File: src/rtl/fractal_pkg.sv
// Shared types and constants for the fractal solver dispatch logic.
package fractal_pkg;

    typedef enum logic [2:0] {
        DS_IDLE      = 3'd0,
        DS_CFG       = 3'd1,
        DS_LOAD_RE   = 3'd2,
        DS_LOAD_IM   = 3'd3,
        DS_START     = 3'd4,
        DS_WAIT_DROP = 3'd5,
        DS_WAIT_DONE = 3'd6,
        DS_RESULT    = 3'd7
    } dispatch_state_e;

    localparam logic [15:0] NO_ESCAPE_COUNT = 16'hFFFF;

endpackage

File: src/rtl/solver_dispatch_if.sv
// Host-side job stream, configuration and result handshake for solver_dispatch.
interface solver_dispatch_if #(
    parameter int LIMB_INDEX_BITS = 6,
    parameter int LIMB_BITS       = 32
);
    logic [LIMB_INDEX_BITS-1:0] cfg_num_limbs;
    logic [15:0]                cfg_iter_lim;
    logic                       job_valid;
    logic                       job_ready;
    logic [LIMB_BITS-1:0]       job_data;
    logic [7:0]                 job_tag;
    logic                       res_valid;
    logic                       res_ready;
    logic [7:0]                 res_tag;
    logic [15:0]                res_count;
    logic                       res_escaped;

    modport master (
        output cfg_num_limbs, cfg_iter_lim, job_valid, job_data, job_tag, res_ready,
        input  job_ready, res_valid, res_tag, res_count, res_escaped
    );

    modport slave (
        input  cfg_num_limbs, cfg_iter_lim, job_valid, job_data, job_tag, res_ready,
        output job_ready, res_valid, res_tag, res_count, res_escaped
    );
endinterface

File: src/rtl/solver_dispatch.sv
// Streams one job's real/imag limbs into a fractal solver, starts it and
// returns the iteration count; strictly one job in flight.
module solver_dispatch
    import fractal_pkg::*;
#(
    parameter int LIMB_INDEX_BITS = 6,
    parameter int LIMB_BITS       = 32
) (
    input  logic                       clock,
    input  logic                       reset,
    solver_dispatch_if.slave           host,
    output logic                       wr_real_en,
    output logic                       wr_imag_en,
    output logic [LIMB_INDEX_BITS-1:0] wr_ind,
    output logic [LIMB_BITS-1:0]       limb_data,
    output logic                       wr_num_limbs_en,
    output logic [LIMB_INDEX_BITS-1:0] num_limbs_data,
    output logic                       wr_iter_lim_en,
    output logic [15:0]                iter_lim_data,
    output logic                       start,
    input  logic                       out_ready,
    input  logic [15:0]                iteration_count,
    output logic                       busy
);

    localparam logic [LIMB_INDEX_BITS-1:0] IDX_ZERO = {LIMB_INDEX_BITS{1'b0}};
    localparam logic [LIMB_INDEX_BITS-1:0] IDX_ONE  = LIMB_INDEX_BITS'(1);

    dispatch_state_e              state_q, state_d;
    logic [LIMB_INDEX_BITS-1:0]   cnt_q, cnt_d;
    logic [LIMB_INDEX_BITS-1:0]   n_q, n_d;
    logic [15:0]                  iter_q, iter_d;
    logic [7:0]                   tag_q, tag_d;
    logic [15:0]                  count_q, count_d;
    logic                         last_beat_s;
    logic                         job_ready_s;

    assign last_beat_s = (cnt_q == (n_q - IDX_ONE));

    // Next-state, counter and solver-side strobes for every dispatch phase.
    always_comb begin
        state_d         = state_q;
        cnt_d           = cnt_q;
        n_d             = n_q;
        iter_d          = iter_q;
        tag_d           = tag_q;
        count_d         = count_q;
        job_ready_s     = 1'b0;
        wr_real_en      = 1'b0;
        wr_imag_en      = 1'b0;
        wr_ind          = IDX_ZERO;
        limb_data       = {LIMB_BITS{1'b0}};
        wr_num_limbs_en = 1'b0;
        num_limbs_data  = IDX_ZERO;
        wr_iter_lim_en  = 1'b0;
        iter_lim_data   = 16'h0000;
        start           = 1'b0;
        case (state_q)
            DS_IDLE: begin
                if (host.job_valid) begin
                    n_d     = (host.cfg_num_limbs == IDX_ZERO) ? IDX_ONE : host.cfg_num_limbs;
                    iter_d  = host.cfg_iter_lim;
                    tag_d   = host.job_tag;
                    state_d = DS_CFG;
                end else begin
                    state_d = DS_IDLE;
                end
            end
            DS_CFG: begin
                wr_num_limbs_en = 1'b1;
                num_limbs_data  = n_q;
                wr_iter_lim_en  = 1'b1;
                iter_lim_data   = iter_q;
                cnt_d           = IDX_ZERO;
                state_d         = DS_LOAD_RE;
            end
            DS_LOAD_RE, DS_LOAD_IM: begin
                job_ready_s = 1'b1;
                if (host.job_valid) begin
                    wr_real_en = (state_q == DS_LOAD_RE);
                    wr_imag_en = (state_q == DS_LOAD_IM);
                    wr_ind     = cnt_q;
                    limb_data  = host.job_data;
                    if (last_beat_s) begin
                        cnt_d   = IDX_ZERO;
                        state_d = (state_q == DS_LOAD_RE) ? DS_LOAD_IM : DS_START;
                    end else begin
                        cnt_d   = cnt_q + IDX_ONE;
                    end
                end else begin
                    cnt_d = cnt_q;
                end
            end
            DS_START: begin
                start   = 1'b1;
                state_d = DS_WAIT_DROP;
            end
            // out_ready may still be high from the previous solve; wait for it to fall.
            DS_WAIT_DROP: begin
                if (!out_ready) begin
                    state_d = DS_WAIT_DONE;
                end else begin
                    state_d = DS_WAIT_DROP;
                end
            end
            DS_WAIT_DONE: begin
                if (out_ready) begin
                    count_d = iteration_count;
                    state_d = DS_RESULT;
                end else begin
                    state_d = DS_WAIT_DONE;
                end
            end
            DS_RESULT: begin
                if (host.res_ready) begin
                    state_d = DS_IDLE;
                end else begin
                    state_d = DS_RESULT;
                end
            end
            default: begin
                state_d = DS_IDLE;
            end
        endcase
    end

    // State and job context registers.
    always_ff @(posedge clock) begin
        if (reset) begin
            state_q <= DS_IDLE;
            cnt_q   <= IDX_ZERO;
            n_q     <= IDX_ZERO;
            iter_q  <= 16'h0000;
            tag_q   <= 8'h00;
            count_q <= 16'h0000;
        end else begin
            state_q <= state_d;
            cnt_q   <= cnt_d;
            n_q     <= n_d;
            iter_q  <= iter_d;
            tag_q   <= tag_d;
            count_q <= count_d;
        end
    end

    assign host.job_ready   = job_ready_s;
    assign host.res_valid   = (state_q == DS_RESULT);
    assign host.res_tag     = tag_q;
    assign host.res_count   = count_q;
    assign host.res_escaped = (state_q == DS_RESULT) && (count_q != NO_ESCAPE_COUNT);
    assign busy             = (state_q != DS_IDLE);

endmodule

File: src/flat_wrapper.sv
// flat-port wrapper written by rule: the top's interface ports become plain ports
module solver_dispatch_flat import fractal_pkg::*;
#(
    parameter int LIMB_INDEX_BITS = 6,
    parameter int LIMB_BITS       = 32
)
  (clock, reset, wr_real_en, wr_imag_en, wr_ind, limb_data, wr_num_limbs_en, num_limbs_data, wr_iter_lim_en, iter_lim_data, start, out_ready, iteration_count, busy, host_cfg_num_limbs, host_cfg_iter_lim, host_job_valid, host_job_data, host_job_tag, host_res_ready, host_job_ready, host_res_valid, host_res_tag, host_res_count, host_res_escaped);
  solver_dispatch_if #(.LIMB_INDEX_BITS(LIMB_INDEX_BITS), .LIMB_BITS(LIMB_BITS)) host_i ();
  input  logic clock;
  input  logic reset;
  output logic wr_real_en;
  output logic wr_imag_en;
  output logic [LIMB_INDEX_BITS-1:0] wr_ind;
  output logic [LIMB_BITS-1:0] limb_data;
  output logic wr_num_limbs_en;
  output logic [LIMB_INDEX_BITS-1:0] num_limbs_data;
  output logic wr_iter_lim_en;
  output logic [15:0] iter_lim_data;
  output logic start;
  input  logic out_ready;
  input  logic [15:0] iteration_count;
  output logic busy;
  input wire logic [$bits(host_i.cfg_num_limbs)-1:0] host_cfg_num_limbs;
  input wire logic [$bits(host_i.cfg_iter_lim)-1:0] host_cfg_iter_lim;
  input wire logic [$bits(host_i.job_valid)-1:0] host_job_valid;
  input wire logic [$bits(host_i.job_data)-1:0] host_job_data;
  input wire logic [$bits(host_i.job_tag)-1:0] host_job_tag;
  input wire logic [$bits(host_i.res_ready)-1:0] host_res_ready;
  output wire logic [$bits(host_i.job_ready)-1:0] host_job_ready;
  output wire logic [$bits(host_i.res_valid)-1:0] host_res_valid;
  output wire logic [$bits(host_i.res_tag)-1:0] host_res_tag;
  output wire logic [$bits(host_i.res_count)-1:0] host_res_count;
  output wire logic [$bits(host_i.res_escaped)-1:0] host_res_escaped;
  assign host_i.cfg_num_limbs = host_cfg_num_limbs;
  assign host_i.cfg_iter_lim = host_cfg_iter_lim;
  assign host_i.job_valid = host_job_valid;
  assign host_i.job_data = host_job_data;
  assign host_i.job_tag = host_job_tag;
  assign host_i.res_ready = host_res_ready;
  assign host_job_ready = host_i.job_ready;
  assign host_res_valid = host_i.res_valid;
  assign host_res_tag = host_i.res_tag;
  assign host_res_count = host_i.res_count;
  assign host_res_escaped = host_i.res_escaped;
  solver_dispatch #(.LIMB_INDEX_BITS(LIMB_INDEX_BITS), .LIMB_BITS(LIMB_BITS)) u_core (.clock(clock), .reset(reset), .host(host_i), .wr_real_en(wr_real_en), .wr_imag_en(wr_imag_en), .wr_ind(wr_ind), .limb_data(limb_data), .wr_num_limbs_en(wr_num_limbs_en), .num_limbs_data(num_limbs_data), .wr_iter_lim_en(wr_iter_lim_en), .iter_lim_data(iter_lim_data), .start(start), .out_ready(out_ready), .iteration_count(iteration_count), .busy(busy));
endmodule
File: config.mk
export PLATFORM = sky130hd
export DESIGN_NAME = solver_dispatch_flat
export DESIGN_NICKNAME = d
export VERILOG_FILES = /design/src/rtl/fractal_pkg.sv /design/src/rtl/solver_dispatch_if.sv /design/src/rtl/solver_dispatch.sv /design/src/flat_wrapper.sv
export SDC_FILE = /design/constraint.sdc
export NUM_CORES = 1
export LEC_CHECK = 0
export CORE_MARGIN = 1.5
export CORE_UTILIZATION = 37
export CTS_CLUSTER_DIAMETER = 150
export DETAILED_ROUTE_END_ITERATION = 6
export PLACE_DENSITY = 0.8
export SLEW_MARGIN = 25
export SYNTH_ARGS = -nofsm -noshare
export SYNTH_HDL_FRONTEND = slang
export SYNTH_SLANG_ARGS = --single-unit
File: constraint.sdc
create_clock -name clock -period 2.5 [get_ports clock]
set_input_delay 0.375 -clock clock [delete_from_list [all_inputs] [get_ports clock]]
set_output_delay 0.375 -clock clock [all_outputs]
set_load 0.02 [all_outputs]
After elaboration in Yosys (flattened, before gate mapping)
Cells that the tools add are included.

cells by class
  reduce and logical (&&, ||, !) cells = 10
  add/sub/neg operators = 2
  multiplexer cells = 25
  eq/ne operators = 11

operator list
  operator              number
  $mux 32               2
  $mux 6                6
  $pmux 3 s7            1
  $mux 16               1
  $ne 16x16->1 const B  1
  $eq 3x3->1 const B    4
  $mux 3                4
  $pmux 6 s2            1
  $mux 1                9
  $reduce_and 2->1      4
  $add 6x1->6 const B   1
  $eq 3x2->1 const B    2
  $eq 6x6->1            1
  $logic_not 6->1       1
  $sub 6x1->6 const B   1
  $eq 3x1->1 const B    1
  $logic_not 3->1       1
  $reduce_bool 3->1     1
  $mux 2                1
  $ne 2x1->1 const B    1
  $ne 2x2->1 const B    1
  $reduce_bool 2->1     1
  $reduce_or 2->1       1
  $logic_and 1x1->1     1

storage, ports and cells
  bits in registers = 55
  output and inout port bits = 93
  input bits = 83

Longest topological paths before layout
Gate-level depths: netlist of run 1.

  depth after elaboration = 5
  mapped depth = 7
  gate-level depth less buffers = 7

Worst setup path before layout of run 1
No wires, ideal clock.

  path type = reg2out
  start point = register u_core.state_q[1]
  end point = output iter_lim_data[10]
  stages on the path, launching flop included = 5
  arrival time = 1.524 ns
  required time = 2.125 ns
  slack = 0.601 ns
  path through = dfxtp_1 -> buf_2 -> nor3b_1 -> clkbuf_1 -> and2_1

between the ends
  cells in the longest elaborated chain, start to end = 2

ends and longest elaborated chain
  what                    RTL line                text
  start, declared         solver_dispatch.sv:29   dispatch_state_e state_q, state_d;
  start signal, assigned  solver_dispatch.sv:137  state_q <= state_d;
  $eq 3x1->1              solver_dispatch.sv:58   case (state_q)
  $mux 16                 solver_dispatch.sv:58
  end, declared           flat_wrapper.sv:18      output logic [15:0] iter_lim_data;

Every way passes these cells.

Worst setup path in the final report of run 1
  start point = register u_core.state_q[1]
  end point = output wr_ind[1]

between the ends
  cells in the longest elaborated chain, start to end = 3

ends and longest elaborated chain
  what               RTL line               text
  $eq 3x2->1         solver_dispatch.sv:58
  $reduce_or 2->1 *  solver_dispatch.sv:58
  $mux 6 *           solver_dispatch.sv:58
  end, declared      flat_wrapper.sv:13     output logic [LIMB_INDEX_BITS-1:0] wr_ind;

Every way passes the cells marked *; elsewhere a longest branch is shown, timed or not.

==> flow_metrics.tcl, run 1 <==
set metrics [dict create \
    p_per_area_nw_per_um2 583 \
    grt_pass1_vias 2768 \
    clock-sinks 55 \
    setup_tns_ns 0 \
    post_dp_cell_area_um2 4570 \
    crit_path_max_incr_delay_ns 0.61 \
    drv_slew 0 \
    nNetsFinal 616 \
    synth_cell_types 39 \
    relSlewSlack 0.621 \
    final_util 0.650 \
    skew_ns 0.00395 \
    hold_violations 0 \
    drc_errors 0 \
    fmaxAchievable_ghz 0.429 \
    grt_max_degree 45 \
    rows 31 \
    area_growth_pct 71.0 \
    post-cts-setup-buffers 0 \
    cts_tree "yes" \
    antenna_cells 0 \
    die_x_um 88.8 \
    cts_max_level 2 \
    via_per_inst 4.90 \
    dieArea_um2 7890 \
    crit_slowest_cell "clkdlybuf4s50_1" \
    drv_cap 0 \
    period_needed_ns 2.33 \
    hold_slack_ns 0.459 \
    synthTopCellsByCount "nand2_1 (98), dfxtp_1 (55), a21oi_1 (48)" \
    path_cells "inv_2 > nor2_2 > buf_6 > and3_1 > clkdlybuf4s50_1" \
    first_pass_iters 4 \
    synth_area_um2 2730 \
    ctsHoldBuffers 0 \
    total_power_mw 2.72 \
    grt_pass1_wl_um 13000 \
    via_count 3095 \
    avgRoutedWirePerCell_um 13.4 \
    start_util 0.380 \
    yosysTopAreaCell "dfxtp_1" \
    gp_congestion 0.881 \
    n_fill_cell 619 \
    p_leak_nw 1.81 \
    rsz0062_at_grt "no" \
    ant_nets 0 \
    synth_top_cell_area_share 0.404 \
    cp_max_fo 39 \
    worstSetupPathType "reg2out" \
    io_buffer_count 175 \
    yosysSeqAreaShare 0.404 \
    cts_root_buffer "clkbuf_8" \
    antenna_found_initial 0 \
    yosysMostFrequentCell "nand2_1" \
    synth.area.top_cells "dfxtp_1 (40%), nand2_1 (13%), a21oi_1 (8.8%)" \
    clk_pin_slew_ns 0.10 \
    final_layout_size_suffix_gt1_frac 0.0545 \
    setup_viol 0 \
    worstPathArrival_ns 1.96 \
    postLayoutCellArea_um2 4660 \
    place_hpwl_um 6500 \
    clock_path_buffers 2 \
    min_path_type "reg2reg" \
    ys_ff_latch 55 \
    end_kind "output port" \
    io_pins 176 \
    core-area_um2 7180 \
    ys_warn_count 0 \
    synth_ff_type "dfxtp_1" \
    outcome "complete, no violations" \
    fin_crit_sh 0.933 \
    synth_edf_count 0 \
    cp-start-kind "register" \
    cp.required_ns 2.12 \
    track_usage 0.205 \
    syn_nets 454 \
    cts_made_buffers 5 \
    routed_wl_um 8450 \
    grt-ovfl-total 0 \
    syn_inst 369 \
    tightest_slew_ns 0.568 \
    syn_area_per_cell_um2 7.39 \
    vdd_drop_max_mv 0.353 \
    drt_first_iter_violations 124 \
    die_height_um 88.8 \
    async_reset_ff_frac 0 \
    clock_latency_ns 0.30 \
]
[metrics by stage]
step,setup slack (ns),instances
2_1_floorplan,0.601,369
3_3_place_gp,0.266,623
3_5_place_dp,0.257,623
4_1_cts,0.0475,631
5_1_grt,0.0615,631
6_report,0.167,631
[final cells by class]
cell class	count	area, um^2	area share
repair buffers	183	1840	0.394
multi-input cells	281	1500	0.321
flip-flops and latches	55	1100	0.237
well taps	99	124	0.0266
clock buffers	6	72.6	0.0156
inverters	5	18.8	0.00402
clock inverters	2	12.5	0.00268
[flip-flops by register name, summed over array words and instances, names as in the netlist]
register and cells:
u_core.cnt_q 6, u_core.state_q 3, u_core.host.res_tag 8, u_core.host.res_count 16
u_core.n_q 6, u_core.iter_q 16
[path summary, 6_finish.rpt]
path,start,to,slack [ns],cells after the start
hold / removal,u_core.iter_q[10],u_core.iter_q[10],0.46,2
setup reg to reg,u_core.n_q[0],u_core.state_q[1],0.44,7
setup / recovery,u_core.state_q[1],wr_ind[1],0.17,5
hold reg to reg,u_core.iter_q[10],u_core.iter_q[10],0.46,2
[timing repair]
action / CTS / global route
pin swaps: 0 / 0
resized for setup: 1 / 3
endpoints found under the setup margin: 38 / 25
[per-layer routing]
layer / track usage / share of wire
met1: 0.241 / 0.38
met2: 0.371 / 0.52
met3: 0.0485 / 0.094
met4: 0.0554 / 0.0075
met5: 0 / 0
[logic make-up (layout without fill, tap and decap cells)]
kind of cell               Yosys count  count (layout)  share of synthesized area
and+or+nand+nor                    205             205                      0.373
AOI/OAI and AO/OA                   61              61                      0.121
DFF                                 55              55                      0.404
buffers and inverters               33             196                     0.0505
xor gates and xnor gates            12              12                     0.0385
adders and majority gates            2               2                    0.00918
muxes                                1               1                    0.00367
[power breakdown]
group	internal [mW]	total [mW]	switching (mW)
combinational	0.574	1.18	0.603
clock	0.197	0.477	0.280
sequential	0.969	1.07	0.0984
total	1.74	2.72	0.981
[cells in the final DEF (no fill, tap or decap), types with 3 or more instances in the layout]
| master | n |
|---|---|
| clkdlybuf4s50_1 | 174 |
| inv_1 | 4 |
| and3_1 | 38 |
| xnor2_1 | 6 |
| o21ai_0 | 4 |
| a31oi_1 | 3 |
| xor2_1 | 6 |
| buf_4 | 5 |
| nor2_1 | 16 |
| dfxtp_2 | 3 |
| clkbuf_8 | 5 |
| nand2_1 | 98 |
| nand4_1 | 7 |
| a21oi_1 | 48 |
| nor2b_1 | 3 |
| and2_1 | 23 |
| dfxtp_1 | 52 |
[critical path, delay by kind of cell (launching register included)]
kind / cells / cell delay (ns)
buf+inv: 3 / 0.89
flops: 1 / 0.47
simple gates: 2 / 0.29
Power figures use the tool's default switching activity.
==> inputs of run 2 (changes only) <==
--- a/config.mk
+++ b/config.mk
@@ -9,6 +9,7 @@
 export CORE_UTILIZATION = 37
 export CTS_CLUSTER_DIAMETER = 150
 export DETAILED_ROUTE_END_ITERATION = 6
+export GPL_TIMING_DRIVEN = 0
 export PLACE_DENSITY = 0.8
 export SLEW_MARGIN = 25
 export SYNTH_ARGS = -nofsm -noshare
==> run 2 against run 1 <==
  * Sequential cell count did not move
  * Via count up 2.3%
  * Worst setup slack worse by 0.16 ns
  * Clock power is 19% higher
  * Register-to-register slack got worse by 0.03 ns
  * Sequential share of layout area decreased by 0.75 points
  * Critical path depth fell by 1
  * Critical endpoint is now host_res_escaped
==> flow_metrics.tcl, run 2 (same netlist as run 1, synthesis figures left out) <==
set metrics [dict create \
    clk_pin_slew_ns 0.09 \
    path_cells "buf_1 > nand3_1 > nor2_1 > clkdlybuf4s50_1" \
    clock_path_buffers 2 \
    mostFrequentLayoutCells "clkdlybuf4s50_1 (116), nand2_1 (98), dfxtp_1 (55)" \
    ctsHoldBuffers 0 \
    core-area_um2 7180 \
    cp_max_fo 10 \
    fin_crit_sh 0.996 \
    path_buf_inv 2 \
    hold_violations 0 \
    avgRoutedWirePerCell_um 14.0 \
    postLayoutCellArea_um2 4800 \
    nNetsFinal 639 \
    start_util 0.380 \
    dieArea_um2 7890 \
    vdd_drop_max_mv 0.445 \
    fmaxAchievable_ghz 0.402 \
    rows 31 \
    io_buffer_count 175 \
    outcome "complete, no violations" \
    grt_pass1_vias 2851 \
    crit_slowest_cell "clkdlybuf4s50_1" \
    min_path_type "reg2reg" \
    drv_cap 0 \
    via_per_inst 4.85 \
    end_kind "output port" \
    skew_ns 0.00686 \
    setup_viol 0 \
    grt_max_degree 16 \
    die_height_um 88.8 \
    drv_slew 0 \
    crit_path_max_incr_delay_ns 0.61 \
    worstPathArrival_ns 2.12 \
    final_common_cell "clkdlybuf4s50_1" \
    cts_tree "yes" \
    clock-sinks 55 \
    clock_latency_ns 0.30 \
    io_pins 176 \
    n_fill_cell 634 \
    cp_top_family "buffers and inverters" \
    worstSetupPathType "reg2out" \
    p_per_area_nw_per_um2 593 \
    final_layout_size_suffix_gt1_frac 0.0776 \
    p_leak_nw 2.59 \
    area_growth_pct 76.0 \
    place_hpwl_um 7110 \
    multi_input_area_um2 1500 \
    rsz0062_at_grt "yes" \
    drc_errors 0 \
    tightest_slew_ns 0.552 \
    routed_wl_um 9150 \
    first_pass_iters 4 \
    grt_pass1_wl_um 13100 \
    ant_nets 0 \
    post_dp_cell_area_um2 4600 \
    seq_area_um2 1100 \
    grt-ovfl-total 0 \
    setup_tns_ns 0 \
    cp.required_ns 2.12 \
    track_usage 0.213 \
    die_x_um 88.8 \
    antenna_found_initial 0 \
    via_count 3167 \
    gp_congestion 0.804 \
    drt_first_iter_violations 80 \
    cts_made_buffers 5 \
    period_needed_ns 2.49 \
    cp-start-kind "register" \
    relSlewSlack 0.632 \
    cts_root_buffer "clkbuf_8" \
    cts_max_level 2 \
    antenna_cells 0 \
]
run 2: cell types whose count changed in the layout (fill, tap and decap cells not counted), sizes merged:
cell and change:
dlymetal6s2s +36, clkdlybuf4s15 +3, buf +7, clkdlybuf4s50 -58, bufinv +1, clkinvlp -1, dlygate4sd2 +12, clkinv -1
clkbuf +23
run 2: tightest hold or removal path, cell delays in order, from the launching register on:
cell,delay (ns)
dfxtp_1,0.32
nand2_1,0.05
a21oi_1,0.05
run 2: path summary, 6_finish.rpt:
kind	from	to	slack, ns	cells past startpoint
worst max register to register	u_core.n_q[0]	u_core.state_q[1]	0.41	7
worst min-delay path	u_core.iter_q[15]	u_core.iter_q[15]	0.45	2
worst min register to register	u_core.iter_q[15]	u_core.iter_q[15]	0.45	2
worst max-delay path	u_core.state_q[2]	host_res_escaped	0.01	4
run 2: stage by stage:
step | worst slack, ns | hold slack, ns | instances | power (mW) | util
after floorplan | 0.601 | 0.432 | 369 | 1.74 | -
after global placement | -0.339 | 0.437 | 643 | 2.24 | 0.641
after detailed placement | -0.367 | 0.442 | 643 | 2.27 | 0.641
after CTS | 0.00266 | 0.456 | 653 | 2.88 | 0.660
after global routing | -0.0960 | 0.477 | 653 | 3.02 | 0.669
final | 0.00986 | 0.454 | 653 | 2.85 | 0.669
run 2: routing by layer:
metal,up-vias,part of all wire,track usage
met1,1436,0.38,0.230
met4,0,0.011,0.0696
met5,-,0,0
li1,1594,-,-
met2,127,0.52,0.406
met3,10,0.090,0.0466
run 2: where the power goes:
group / switching (mW) / internal [mW] / total [mW]
clock: 0.273 / 0.294 / 0.567
combinational: 0.660 / 0.579 / 1.24
sequential: 0.0724 / 0.966 / 1.04
total: 1.01 / 1.84 / 2.85
run 2: layout make-up:
cell class,instances,area share
Inverter,5,0.00391
Tap cell,99,0.0258
Multi-Input combinational cell,281,0.312
Clock inverter,1,0.00626
Buffer,28,0.0302
Clock buffer,6,0.0151
Sequential cell,55,0.229
Timing Repair Buffer,178,0.377
run 2: what timing repair did:
action                     in CTS  in global routing
setup endpoints to repair      64                 49
pin swaps                       1                  0
setup buffers                   3                  0
resized for setup              37                 61
